===== src/rtl/fir_mac_sequencer.sv =====
// Sequential FIR engine: one full coefficient-memory pass per accepted sample,
// MAC against a ring-buffered sample history, with host coefficient writes gated to IDLE.
module fir_mac_sequencer #(
   parameter int DATA_WIDTH = 16,
   parameter int TAPS       = 64,
   parameter int ACC_WIDTH  = 2*DATA_WIDTH + $clog2(TAPS)
) (
   input  logic                        clk,
   input  logic                        rst,
   input  logic                        coef_wr,
   input  logic [$clog2(TAPS)-1:0]     coef_addr,
   input  logic [DATA_WIDTH-1:0]       coef_data,
   output logic                        coef_ready,
   output logic                        cload,
   output logic [$clog2(TAPS)-1:0]     caddr,
   output logic [DATA_WIDTH-1:0]       cin,
   output logic                        rd_en,
   input  logic [DATA_WIDTH-1:0]       coef_rdata,
   input  logic                        readco_done,
   input  logic                        din_valid,
   input  logic [DATA_WIDTH-1:0]       din,
   output logic                        din_ready,
   output logic                        dout_valid,
   output logic signed [ACC_WIDTH-1:0] dout,
   output logic                        seq_err
);
   localparam int AW = $clog2(TAPS);
   localparam logic [AW-1:0] K_LAST = AW'(TAPS-1);

   typedef enum logic [1:0] {IDLE, RUN, LAST} state_t;
   state_t state, state_nxt;

   logic signed [DATA_WIDTH-1:0] hist [TAPS];
   logic [AW-1:0]                wr_ptr, wr_ptr_nxt, rd_idx, k;
   logic signed [ACC_WIDTH-1:0]  acc;
   logic signed [DATA_WIDTH-1:0] x_p1;
   logic                         vld_p1;
   logic signed [ACC_WIDTH-1:0]  prod_p1;
   logic                         wr_acc, din_acc;

   // Full-precision signed product, sign-extended to the accumulator width.
   function automatic logic signed [ACC_WIDTH-1:0] sext_prod(
      input logic signed [DATA_WIDTH-1:0] a,
      input logic signed [DATA_WIDTH-1:0] b
   );
      logic signed [2*DATA_WIDTH-1:0] a_w, b_w, p;
      a_w = {{DATA_WIDTH{a[DATA_WIDTH-1]}}, a};
      b_w = {{DATA_WIDTH{b[DATA_WIDTH-1]}}, b};
      p   = a_w * b_w;
      return {{(ACC_WIDTH-2*DATA_WIDTH){p[2*DATA_WIDTH-1]}}, p};
   endfunction

   assign wr_acc     = coef_wr & coef_ready;
   assign din_acc    = din_valid & din_ready;
   assign wr_ptr_nxt = wr_ptr + 1'b1;
   assign rd_idx     = wr_ptr - k;
   assign prod_p1    = sext_prod($signed(coef_rdata), x_p1);

   always_ff @(posedge clk) begin
      if (rst) state <= IDLE;
      else     state <= state_nxt;
   end

   always_comb begin
      state_nxt  = state;
      coef_ready = 1'b0;
      din_ready  = 1'b0;
      rd_en      = 1'b0;
      if (!rst) begin
         unique case (state)
            IDLE: begin
               coef_ready = 1'b1;
               din_ready  = !coef_wr;
               if (din_valid && !coef_wr) state_nxt = RUN;
            end
            RUN: begin
               rd_en = 1'b1;
               if (k == K_LAST) state_nxt = LAST;
            end
            LAST:    state_nxt = IDLE;
            default: state_nxt = IDLE;
         endcase
      end
   end

   always_ff @(posedge clk) begin
      if (rst) begin
         wr_ptr     <= K_LAST;
         k          <= '0;
         vld_p1     <= 1'b0;
         cload      <= 1'b0;
         caddr      <= '0;
         cin        <= '0;
         dout_valid <= 1'b0;
         seq_err    <= 1'b0;
      end else begin
         cload <= wr_acc;
         if (wr_acc) begin
            caddr <= coef_addr;
            cin   <= coef_data;
         end
         if (din_acc) begin
            wr_ptr <= wr_ptr_nxt;
            k      <= '0;
         end else if (state == RUN) begin
            k <= k + 1'b1;
         end
         vld_p1     <= rd_en;
         dout_valid <= (state == LAST);
         if (state == LAST && !readco_done) seq_err <= 1'b1;
      end
   end

   // p0 -> p1: sample x[n-k] registered with rd_en so it meets coef_rdata next cycle.
   always_ff @(posedge clk) begin
      if (rst) begin
         for (int i = 0; i < TAPS; i++) hist[i] <= '0;
         acc  <= '0;
         x_p1 <= '0;
         dout <= '0;
      end else begin
         if (din_acc) begin
            hist[wr_ptr_nxt] <= din;
            acc              <= '0;
         end
         if (rd_en) x_p1 <= hist[rd_idx];
         // p1 -> acc: the last product is folded straight into dout in LAST.
         if (vld_p1 && state == RUN) acc <= acc + prod_p1;
         if (state == LAST) dout <= acc + prod_p1;
      end
   end
endmodule


===== config.mk =====
export PLATFORM = sky130hd
export DESIGN_NAME = fir_mac_sequencer
export DESIGN_NICKNAME = d
export VERILOG_FILES = /design/src/rtl/fir_mac_sequencer.sv
export SDC_FILE = /design/constraint.sdc
export NUM_CORES = 2
export LEC_CHECK = 0
export ABC_AREA = 1
export CORE_AREA = 8 8 388 390
export CTS_CLUSTER_DIAMETER = 80
export DETAILED_ROUTE_END_ITERATION = 10
export DIE_AREA = 0 0 396 398
export DONT_BUFFER_PORTS = 1
export GPL_TIMING_DRIVEN = 0
export PLACE_DENSITY = 0.6
export SLEW_MARGIN = 20
export SYNTH_ARGS = -nofsm -noshare
export SYNTH_HDL_FRONTEND = slang
export SYNTH_SLANG_ARGS = --single-unit
export TNS_END_PERCENT = 30

===== constraint.sdc =====
create_clock -name clk -period 17.6 [get_ports clk]
set_clock_uncertainty 0.1 [all_clocks]
set_input_delay 2.64 -clock clk [delete_from_list [all_inputs] [get_ports clk]]
set_output_delay 2.64 -clock clk [all_outputs]
set_load 0.005 [all_outputs]

==> flow_metrics.py <==
metrics = {
    "min_path": {
        "hp-class": "register to register",
    },
    "clock_tree": {
        "path_clk_slew_ns": 0.06,
        "clock_tree.htree_level_count": 3,
        "clock_tree_from_tritoncts": "yes",
        "clock_latency_ns": 0.78,
        "ctsResizeCount": 0,
        "cts_num_sinks": 1156,
        "cts_buffers": 121,
        "post-cts-setup-buffer-count": 0,
        "ctsLongestPathBuffers": 3,
        "holdBufCountCts": 0,
        "clk_root_buffer_cell": "sky130_fd_sc_hd__clkbuf_16",
    },
    "power": {
        "power_frac_seq_pct": 40.8,
        "p_comb_share_pct": 25.9,
        "power_internal_uw": 4970,
        "power.clock.fraction_pct": 33.3,
        "net-switching-power_uw": 2640,
        "p_leak_uw": 0.0314,
        "power.ir.vdd_worst_v": 0.0000834,
        "power-per-cell-area_nw_per_um2": 107,
        "netSwitchingFraction_pct": 34.7,
    },
    "global_route": {
        "pin_count_of_the_biggest_net_entering_global_routing": 23,
        "grt_antenna_before_repair": 7,
        "grt_remaining_overflow": 0,
        "wire_length_of_the_first_global_routing_pass_um": 332000,
        "track_usage_pct": 28.6,
        "number_of_global_route_vias_before_repair": 50331,
    },
    "final_layout": {
        "finalNonFillerCells": 9451,
        "fin_nets": 7931,
        "finalCoreUtilization_pct": 49.0,
        "antenna_cells": 0,
        "final_layout_size_suffix_gt1_share_pct": 3.76,
        "area_delta_synth_final_pct": 9.71,
    },
    "worst_setup_path": {
        "rr_endpoint": "dout[36]",
        "cp_max_fo": 10,
        "setup.worst_path.start": "coef_rdata[14]",
        "crit-reg2reg-launch": "x_p1[6]",
        "worstPathRequired_ns": 18.14,
        "critical_path.endpoint_type": "register",
        "cp.buffers_inverters": 10,
        "worstSetupPathType": "input pin to register",
        "worst_path_largest_cell_delay_ns": 0.59,
        "slowest_stage": "sky130_fd_sc_hd__fa_1",
        "worstPathArrival_ns": 9.23,
        "critical-path-top-cell-by-count": "sky130_fd_sc_hd__inv_1",
        "critPathLaunchType": "input pin",
        "crit_cells": 26,
        "cp_top_delay_family": "adder cells",
        "worstRegToRegCells": 26,
        "reg2reg_slack_ns": 10.24,
        "critPathCapture": "dout[20]",
    },
    "logic_synthesis": {
        "synth_fa_ha_area_share_pct": 12.3,
        "synth.top_cell.area_share_pct": 47.6,
        "synth_area_leader_cell": "sky130_fd_sc_hd__edfxtp_1",
        "post_synth_num_cell_types": 41,
        "synth-seq-area-share_pct": 51.7,
        "synth_warnings": 0,
        "largest_family_of_logic_cells_by_synthesized_area": "simple AND/OR/NAND/NOR gates",
        "syn-mean-instance-area_um2": 8.84,
        "synth_compound_area_share_pct": 4.26,
        "muxShareOfSynthArea_pct": 0,
        "synth-seq-cells": 1156,
        "synthesis.instances": 7307,
        "synth_top_cells_by_area": "sky130_fd_sc_hd__edfxtp_1 48%, sky130_fd_sc_hd__nor2_1 11%, sky130_fd_sc_hd__fa_1 10%",
        "synth_xor_area_share_pct": 0.374,
        "synthesis.area_um2": 64600,
        "synth.net_count": 7807,
        "yosys.area_share.simple_pct": 24.4,
    },
    "placed_design": {
        "post-place-ws_ns": 8.22,
        "detailed_place_hpwl_um": 173000,
        "placed_cells": 9225,
        "gp_routability_congestion": 1.01,
        "port_buffers": 0,
    },
    "routing": {
        "dr_total_vias": 52212,
        "wl_per_cell_um": 24.4,
        "vias_per_cell": 5.52,
        "drt_iter0_drc": 6850,
        "met1_length_um": 88400,
        "ant_nets": 0,
        "met2RoutedLength_um": 105000,
        "firstDrtPassIters": 6,
        "routed_met3_length_um": 22700,
        "top_layer_used": "met4",
        "drcViolationCount": 0,
        "totalWireLength_um": 230000,
    },
    "timing": {
        "setup_viol_count_final": 0,
        "report.final.slew_viol_count": 0,
        "post_route_fraction_of_the_period_consumed_by_the_critical_path_pct": 49.4,
        "finalWorstPathRequiredPeriod_ns": 8.69,
        "worst_pin_slew_ns": 1.25,
        "relSlewSlack_pct": 16.6,
        "timing.fmax_mhz": 115,
        "timing.setup.tns_ns": 0,
        "timing.final.hold_violations": 0,
        "grt_setup_unrepaired": "no",
        "post-route-worst-setup-slack_ns": 8.91,
    },
    "flow_run": {
        "max_cap_violations": 0,
    },
    "floorplan": {
        "die_span_in_x_um": 396,
        "floorplan.die_area_um2": 158000,
        "initial_utilization_pct": 44.7,
        "io_pins": 125,
        "core_region_area_um2": 145000,
        "row_count": 140,
        "chipHeight_um": 398,
    },
    "outcome": {
        "result_of_the_run": "complete, no violations",
    },
}
## cell usage after synthesis (all sizes together)
cell type / number
ha: 118
a22oi: 1
a211oi: 1
o21ai: 412
xnor2: 8
clkinv: 3
xor2: 17
nor3: 19
nand2: 1588
o21a: 1
or2: 3
o22ai: 3
a21oi: 95
nor3b: 2
nor2: 1882
inv: 700
buf: 72
edfxtp: 1024
o211ai: 9
o21bai: 9
fa: 323
dfxtp: 132
nand2b: 1
nand4: 7
nand3: 446
nand3b: 13
a21o: 5
clkbuf: 409
nor4: 4
## routing by layer
layer  global-route usage (%)  vias to the layer above
met1                     37.2                    25595
li1                         -                    23453
met5                        0                        -
met4                     14.8                        0
met3                     5.09                      508
met2                     45.8                     2656
## worst min-delay path: stages (launching register included)
cell and delay [ns]:
sky130_fd_sc_hd__dfxtp_1 0.31, sky130_fd_sc_hd__nand2_1 0.06, sky130_fd_sc_hd__a21oi_1 0.05
## layout make-up
cell class | count | area [um^2]
fill | 13856 | 73600
sequential | 1156 | 33400
multi-input combinational | 4967 | 26700
clock buffer | 143 | 3130
inverter | 703 | 2640
tap | 1917 | 2400
buffer | 481 | 1870
clock inverter | 83 | 701
timing repair buffer | 1 | 15.0
## power groups by stage
stage | combinational (uW) | sequential [uW] | clock (uW)
global route | 2120 | 3110 | 2650
CTS | 1920 | 3110 | 2540
floorplan | 1130 | 3150 | 0
finish | 1970 | 3110 | 2540
detailed placement | 1900 | 3160 | 0
global placement | 1890 | 3160 | 0
## worst min path at each step
stage                       start       to  slack, ns  cells past startpoint
after global routing      acc[25]  acc[25]       0.39                      2
final                     acc[19]  acc[19]       0.37                      2
after detailed placement  acc[34]  acc[34]       0.36                      2
after global placement     acc[0]   acc[0]       0.36                      2
after floorplan            acc[4]   acc[4]       0.35                      2
after CTS                 acc[34]  acc[34]       0.38                      2
## cell families after synthesis
| kind of cell | count (synthesis) |
|---|---|
| flops | 1156 |
| fa+ha+maj | 441 |
| xor+xnor | 25 |
| buf+inv | 1184 |
| simple gates | 3965 |
| compound gates | 536 |
## sequential cells by signal, summed over array words and instances, names as in the netlist
register,flops
hist,1024
acc,38
dout,38
cin,16
x_p1,16
caddr,6
k,6
wr_ptr,6
state,2
cload,1
dout_valid,1
seq_err,1
vld_p1,1
## layout by cell type, fill, tap and decap left out, types with 8 or more instances in the layout
| master | n |
|---|---|
| sky130_fd_sc_hd__nor3_1 | 11 |
| sky130_fd_sc_hd__buf_2 | 13 |
| sky130_fd_sc_hd__nand3_1 | 445 |
| sky130_fd_sc_hd__inv_2 | 23 |
| sky130_fd_sc_hd__nand2_2 | 13 |
| sky130_fd_sc_hd__inv_1 | 677 |
| sky130_fd_sc_hd__clkinv_1 | 33 |
| sky130_fd_sc_hd__o21bai_1 | 9 |
| sky130_fd_sc_hd__nor2_4 | 8 |
| sky130_fd_sc_hd__nand2_4 | 8 |
| sky130_fd_sc_hd__o21ai_0 | 412 |
| sky130_fd_sc_hd__bufinv_16 | 9 |
| sky130_fd_sc_hd__a21oi_1 | 95 |
| sky130_fd_sc_hd__fa_1 | 322 |
| sky130_fd_sc_hd__o211ai_1 | 9 |
| sky130_fd_sc_hd__buf_4 | 8 |
| sky130_fd_sc_hd__dfxtp_1 | 132 |
| sky130_fd_sc_hd__buf_1 | 51 |
| sky130_fd_sc_hd__nand3b_1 | 13 |
| sky130_fd_sc_hd__clkbuf_2 | 17 |
| sky130_fd_sc_hd__edfxtp_1 | 1024 |
| sky130_fd_sc_hd__xor2_1 | 15 |
| sky130_fd_sc_hd__clkbuf_1 | 413 |
| sky130_fd_sc_hd__nor2_1 | 1874 |
| sky130_fd_sc_hd__clkbuf_16 | 122 |
| sky130_fd_sc_hd__nand2_1 | 1567 |
| sky130_fd_sc_hd__ha_1 | 118 |
| sky130_fd_sc_hd__clkinv_2 | 27 |
## stage by stage
| stage | hold WS [ns] | instance area (um^2) | total power [uW] |
|---|---|---|---|
| finish | 0.373 | 70900 | 7610 |
| CTS | 0.376 | 70900 | 7570 |
| global placement | 0.355 | 67000 | 5060 |
| detailed placement | 0.364 | 67000 | 5060 |
| global route | 0.389 | 70900 | 7880 |
| floorplan | 0.345 | 64600 | 4290 |
Power figures use the tool's default switching activity.
